[config.mk]
export PLATFORM = sky130hd
export DESIGN_NAME = mem_port_arbiter
export DESIGN_NICKNAME = d
export VERILOG_FILES = /design/src/rtl/mem_port_arbiter.sv
export SDC_FILE = /design/constraint.sdc
export NUM_CORES = 1
export LEC_CHECK = 0
export ABC_AREA = 1
export BUFFER_PORTS_ARGS = -buffer_cell sky130_fd_sc_hd__buf_2
export CORE_MARGIN = 2
export CORE_UTILIZATION = 45
export CTS_CLUSTER_SIZE = 40
export DETAILED_ROUTE_END_ITERATION = 12
export PLACE_DENSITY = 0.79
export SLEW_MARGIN = 20
export SYNTH_ARGS = -nofsm -noshare
export SYNTH_HDL_FRONTEND = slang
export SYNTH_SLANG_ARGS = --single-unit
[constraint.sdc]
create_clock -name clk -period 1.94 [get_ports clk]
set_input_delay 0 -clock clk [delete_from_list [all_inputs] [get_ports clk]]
set_output_delay 0 -clock clk [all_outputs]
set_load 0.005 [all_outputs]
[src/rtl/mem_port_arbiter.sv]
// mem_port_arbiter: shares one single-port registered word RAM between instruction fetch and load/store.
// Every transaction takes four cycles: IDLE (grant), ISSUE (strobe), WAIT (capture), DONE (ack).
module mem_port_arbiter #(
  parameter int MEM_AW        = 8,
  parameter bit DATA_PRIORITY = 1'b0
) (
  input  logic              clk,
  input  logic              resetn,
  input  logic              i_req,
  input  logic [31:0]       i_addr,
  output logic [31:0]       i_rdata,
  output logic              i_ack,
  input  logic              d_req,
  input  logic [31:0]       d_addr,
  input  logic [31:0]       d_wdata,
  input  logic [3:0]        d_wmask,
  output logic [31:0]       d_rdata,
  output logic              d_ack,
  output logic [MEM_AW-1:0] mem_addr,
  output logic              mem_rstrb,
  output logic [31:0]       mem_wdata,
  output logic [3:0]        mem_wmask,
  input  logic [31:0]       mem_rdata
);

  typedef enum logic [1:0] {IDLE, ISSUE, WAIT, DONE} state_t;

  localparam logic PORT_I = 1'b0;
  localparam logic PORT_D = 1'b1;

  state_t            state_q, state_d;
  logic              port_q, port_d;
  logic              last_grant_q, last_grant_d;
  logic [MEM_AW-1:0] addr_q, addr_d;
  logic [31:0]       wdata_q, wdata_d;
  logic [3:0]        wmask_q, wmask_d;
  logic [31:0]       i_rdata_q, i_rdata_d;
  logic [31:0]       d_rdata_q, d_rdata_d;
  logic              grant_data;

  // Byte-offset bits and bits above the RAM size are intentionally dropped.
  logic unused_addr_bits;
  assign unused_addr_bits = ^{i_addr[31:MEM_AW+2], i_addr[1:0],
                              d_addr[31:MEM_AW+2], d_addr[1:0]};

  always_comb begin
    if (i_req && d_req) begin
      grant_data = DATA_PRIORITY ? 1'b1 : (last_grant_q == PORT_I);
    end else begin
      grant_data = d_req;
    end
  end

  always_comb begin
    state_d      = state_q;
    port_d       = port_q;
    last_grant_d = last_grant_q;
    addr_d       = addr_q;
    wdata_d      = wdata_q;
    wmask_d      = wmask_q;
    i_rdata_d    = i_rdata_q;
    d_rdata_d    = d_rdata_q;
    mem_addr     = '0;
    mem_rstrb    = 1'b0;
    mem_wdata    = '0;
    mem_wmask    = '0;
    i_ack        = 1'b0;
    d_ack        = 1'b0;
    case (state_q)
      IDLE: begin
        if (i_req || d_req) begin
          port_d       = grant_data;
          last_grant_d = grant_data;
          addr_d       = grant_data ? d_addr[MEM_AW+1:2] : i_addr[MEM_AW+1:2];
          wdata_d      = grant_data ? d_wdata : '0;
          wmask_d      = grant_data ? d_wmask : '0;
          state_d      = ISSUE;
        end
      end
      ISSUE: begin
        mem_addr = addr_q;
        if (wmask_q == 4'b0000) begin
          mem_rstrb = 1'b1;
        end else begin
          mem_wmask = wmask_q;
          mem_wdata = wdata_q;
        end
        state_d = WAIT;
      end
      WAIT: begin
        if (wmask_q == 4'b0000) begin
          if (port_q == PORT_D) begin
            d_rdata_d = mem_rdata;
          end else begin
            i_rdata_d = mem_rdata;
          end
        end
        state_d = DONE;
      end
      DONE: begin
        i_ack   = (port_q == PORT_I);
        d_ack   = (port_q == PORT_D);
        state_d = IDLE;
      end
      default: state_d = IDLE;
    endcase
  end

  always_ff @(posedge clk) begin
    if (!resetn) begin
      state_q      <= IDLE;
      port_q       <= PORT_I;
      last_grant_q <= PORT_D;  // instruction side wins the first tie
      addr_q       <= '0;
      wdata_q      <= '0;
      wmask_q      <= '0;
      i_rdata_q    <= '0;
      d_rdata_q    <= '0;
    end else begin
      state_q      <= state_d;
      port_q       <= port_d;
      last_grant_q <= last_grant_d;
      addr_q       <= addr_d;
      wdata_q      <= wdata_d;
      wmask_q      <= wmask_d;
      i_rdata_q    <= i_rdata_d;
      d_rdata_q    <= d_rdata_d;
    end
  end

  assign i_rdata = i_rdata_q;
  assign d_rdata = d_rdata_q;

endmodule

* Word-level counts from Yosys, hierarchy flattened
Index checks and enable logic that the tools add are counted.
** Storage, ports and cells
- Flip-flop bits (word level) :: 112
- Input bits :: 136
- Output and inout port bits :: 111
- Word-level logic and storage cells :: 36
** Operators by class
- Eq/ne operators :: 4
- Mux-type cells :: 15
- Bitwise gates (word level) :: 2
- Reduce and logical (&&, ||, !) cells :: 7
** Operators with widths (count)
- 32-bit two-way mux :: 3
- 8-bit two-way mux :: 2
- 4-bit two-way mux :: 3
- 2-bit case mux with 4 select lines :: 1
- 3-bit AND reduction :: 2
- 1-bit two-way mux :: 5
- 2-bit equality test (second input constant) :: 2
- 4-bit zero test :: 1
- 2-bit by 1-bit equality test with 1-bit output (second input constant) :: 1
- 2-bit zero test :: 1
- 2-bit two-way mux :: 1
- 2-bit != test (second input constant) :: 1
- 1-bit NOT :: 2
- 2-bit AND reduction :: 1
- 1-bit logical AND :: 1
- 1-bit logical OR :: 1

* Logic depth before layout (Yosys ltp)
- Depth in word-level cells :: 3
- Depth in mapped cells :: 9

* Least setup slack after synthesis
No wires, ideal clock.
- Path kind :: reg-to-reg
- From :: reg state_q[0]
- To :: reg port_q
- Data arrival time :: 1.269 ns
- Path slack :: 0.539 ns
- Stages on the path, launching flop included :: 10
- Path buffers :: 2
- Period minus slack after synthesis :: 1.401 ns
- Cells stage by stage :: dfxtp_1 > inv_1 > ha_1 > inv_2 > a21oi_4 > inv_2 > buf_6 > buf_2 > nand2_1 > a21oi_1
** On the way
- Word-level cells in the longest chain between the ends :: 2
** Ends and longest elaborated chain
- from (decl) :: RTL line 31 : state_t state_q, state_d;
- from (signal assigned) :: RTL line 120 : state_q <= state_d;
- 2-bit zero test :: RTL line 69 : case (state_q)
- 2-bit AND reduction (no source line)
- to (signal assigned) :: RTL line 121 : port_q <= port_d;
- to (decl) :: RTL line 32 : logic port_q, port_d;
No other way between the ends.
A chain may end at the register's enable or synchronous reset.

* Final worst setup path
- From :: reg state_q[0]
- To :: reg addr_q[3]
** On the way
- Word-level cells in the longest chain between the ends :: 2
** Ends and longest elaborated chain
- 2-bit zero test :: RTL line 69
- 2-bit AND reduction (no source line)
- to (signal assigned) :: RTL line 123 : addr_q <= addr_d;
- to (decl) :: RTL line 34 : logic [MEM_AW-1:0] addr_q, addr_d;
No other way between the ends.

==> impl_metrics.ini <==
[floorplanning]
core_mm2 = 0.01079
io-pin-count = 247
dieArea_mm2 = 0.01188
die_w_um = 109.0
fp.dieH_um = 109.0
num_rows = 38
start_util_pct = 45.97

[grt]
grt_use_total_pct = 22.43
grt_overflow = 0
grt_first_pass_wirelength_mm = 21.59
grt_pass1_vias = 4840
grt_max_degree = 75
antenna_found_initial = 0

[worst_setup_path]
startpoint_type = register
worst-r2r-setup-slack_ps = 100
arrival_ps = 2080
reg2reg_depth = 9
critPathMaxStageDelay_ps = 540
required_ps = 2190
critPathKind = reg -> reg
timing.rr.end = addr_q[3]
cp-endpoint = addr_q[3]
path_cells = inv_1, ha_2, inv_2, a21oi_4, buf_8, nand2_1, nor2_1, nor2_1, dlygate4sd3_1
crit_fanout = 10
cp_slowest_cell = dlygate4sd3_1
critPathCaptureType = register
crit_start = state_q[0]
crit_top_cell = nor2_1
rr_startpoint = state_q[0]

[synthesis]
synth_top_area_cell = dfxtp_1
postSynthCellCount = 764
synth_fp_nets = 905
synthesis.area_mm2 = 0.004961
ys.warnings.count = 0
synth.ff_latch_count = 112
yosys-top-cells-area = dfxtp_1 45%, nand2_1 20%, nor2_1 14%
ys_seq_area_share_pct = 45.20
synth_top_area_share_pct = 45.20
avgSynthCellArea_um2 = 6.493
synth_cell_types = 18

[pwr]
p_seq_share_pct = 43.7
intPower_mw = 4.240
ir_drop_mv = 0.4860
pwr-share-comb_pct = 37.0
p_leak_nw = 3.911
power_density_mw_per_mm2 = 944.7
pwr-share-clk_pct = 19.3
p_sw_share_pct = 36.85
total_power_mw = 6.715
switchingPower_mw = 2.475

[drt]
drtIter0Drc = 347
wl_per_cell_um = 11.53
viasPerCell = 4.521
dr.pass1.iters = 5
top_layer = met4
wl_met1_mm = 5.477
vias = 5321
drc = 0
final_antenna_net_count = 0
detail_route.wirelength_mm = 13.57
met3WireLength_um = 981
wl_met2_mm = 6.787

[place]
dp.final_hpwl_mm = 7.985
pre_cts_ws_ps = 237.7
numPortBuffers = 198
dp_cells = 1074
gp_congestion = 0.7648
dpl-instance-area_mm2 = 0.006051

[sta]
rsz0062_at_grt = false
slew_headroom_pct = 71.89
tns_ps = 0
fin_ws_ps = 104.0
fmax_mhz = 544.7
slew_viol_final = 0
whs_ps = 75.05
skew_ps = 15.94
setup-violations-final = 0
final.period_utilization_pct = 94.64
finalHoldViolations = 0
tightest_slew_ps = 420.8
fin_crit_ps = 1836

[min_path]
hold_depth = 6
worstHoldPathType = in -> reg

[clock_tree]
cts_sinks = 112
root_buffer = clkbuf_8
cts_max_level = 3
clk-insertion-delay-late_ps = 360
clk_pin_slew_ps = 100
cts_tree = built
cts_buffer_depth = 2
numCtsBuffers = 9

[job]
maxCapViolCount = 0

[cells_and_area]
final_cell_count_no_fill = 1177
area_delta_synth_final_pct = 43.28
fin_nets = 1173
fin_area_mm2 = 0.007108
utilization_pct = 65.86
antenna_cells = 0
drive_gt1_share_pct = 23.34
seq_area_mm2 = 0.002243
nFillCells = 918
multiInputGateArea_mm2 = 0.002118

[outcome]
status = complete, no violations
worst min-delay path by stage:
stage                  endpoint          start  slack [ps]
finish               state_q[0]          d_req          80
global route         state_q[0]          d_req         130
CTS                  state_q[0]          d_req          60
detailed placement   i_rdata[4]   mem_rdata[4]         250
global placement    d_rdata[27]  mem_rdata[27]         240
floorplan            d_rdata[0]   mem_rdata[0]         130
state kept, by name, indices dropped and copies added, names as in the netlist:
| name | count |
|---|---|
| addr_q | 8 |
| d_rdata | 32 |
| port_q | 1 |
| wmask_q | 4 |
| wdata_q | 32 |
| i_rdata | 32 |
| state_q | 2 |
| last_grant_q | 1 |
power groups by stage:
| stage | Combinational, mW | Sequential, mW | Clock, mW |
|---|---|---|---|
| 6_report | 2.48 | 2.93 | 1.30 |
| 5_1_grt | 2.85 | 2.99 | 1.44 |
| 4_1_cts | 2.40 | 2.93 | 1.35 |
| 3_5_place_dp | 2.24 | 2.98 | 0 |
| 3_3_place_gp | 2.21 | 2.97 | 0 |
| 2_1_floorplan | 1.51 | 2.99 | 0 |
worst max-delay path, delay by kind of cell (launching register included):
family | cells | cell delay (ps)
simple gates | 3 | 180
fa+ha+maj | 1 | 200
compound gates | 1 | 150
buf+inv | 4 | 850
flops | 1 | 350
cell type report:
cell class,instances,share of cell area (%)
clock buffers,10,1.795
clock inverters,6,0.7041
inverters,97,5.122
multi-input cells,515,29.80
flip-flops and latches,112,31.56
well taps,140,2.464
repair buffers,297,28.55
per-layer routing:
metal / vias to the layer above / track usage [%]
met5: - / 0
met2: 187 / 40.02
li1: 2765 / -
met4: 0 / 8.242
met3: 29 / 5.081
met1: 2340 / 26.10
synthesized netlist by cell type:
master,count
a21oi_1,39
a21oi_4,1
buf_1,1
buf_2,13
buf_4,4
buf_6,8
clkbuf_1,14
dfxtp_1,112
ha_1,5
inv_1,93
inv_2,4
nand2_1,266
nand2_2,1
nand3_1,2
nand4_4,2
nor2_1,186
nor2_4,3
o21ai_0,10
cell usage in the layout (no fill, tap or decap), drive strengths merged:
cell and count:
nand2 267, ha 5, inv 100, nand3 2, nor2 189, clkinvlp 1, o21ai 10, dlygate4sd3 85
clkinv 2, a21oi 40, nand4 2, dfxtp 112, buf 212, clkbuf 10
what timing repair did:
| action | 4_1_cts | 5_1_grt |
|---|---|---|
| endpoints found under the setup margin | 0 | 3 |
| buffers inserted | 0 | 2 |
| hold endpoints to repair | 110 | 0 |
| resized for setup | 0 | 6 |
| hold buffers | 85 | 0 |
logic make-up after synthesis:
logic type / count (synthesis) / share of synthesized area, %
buffers and inverters: 137 / 12.21
AND/OR/NAND/NOR: 460 / 36.07
AO/OA/AOI/OAI: 50 / 5.271
adder cells (fa/ha/maj): 5 / 1.261
flip-flops: 112 / 45.20
No activity file was read; power rests on OpenSTA's default activity.
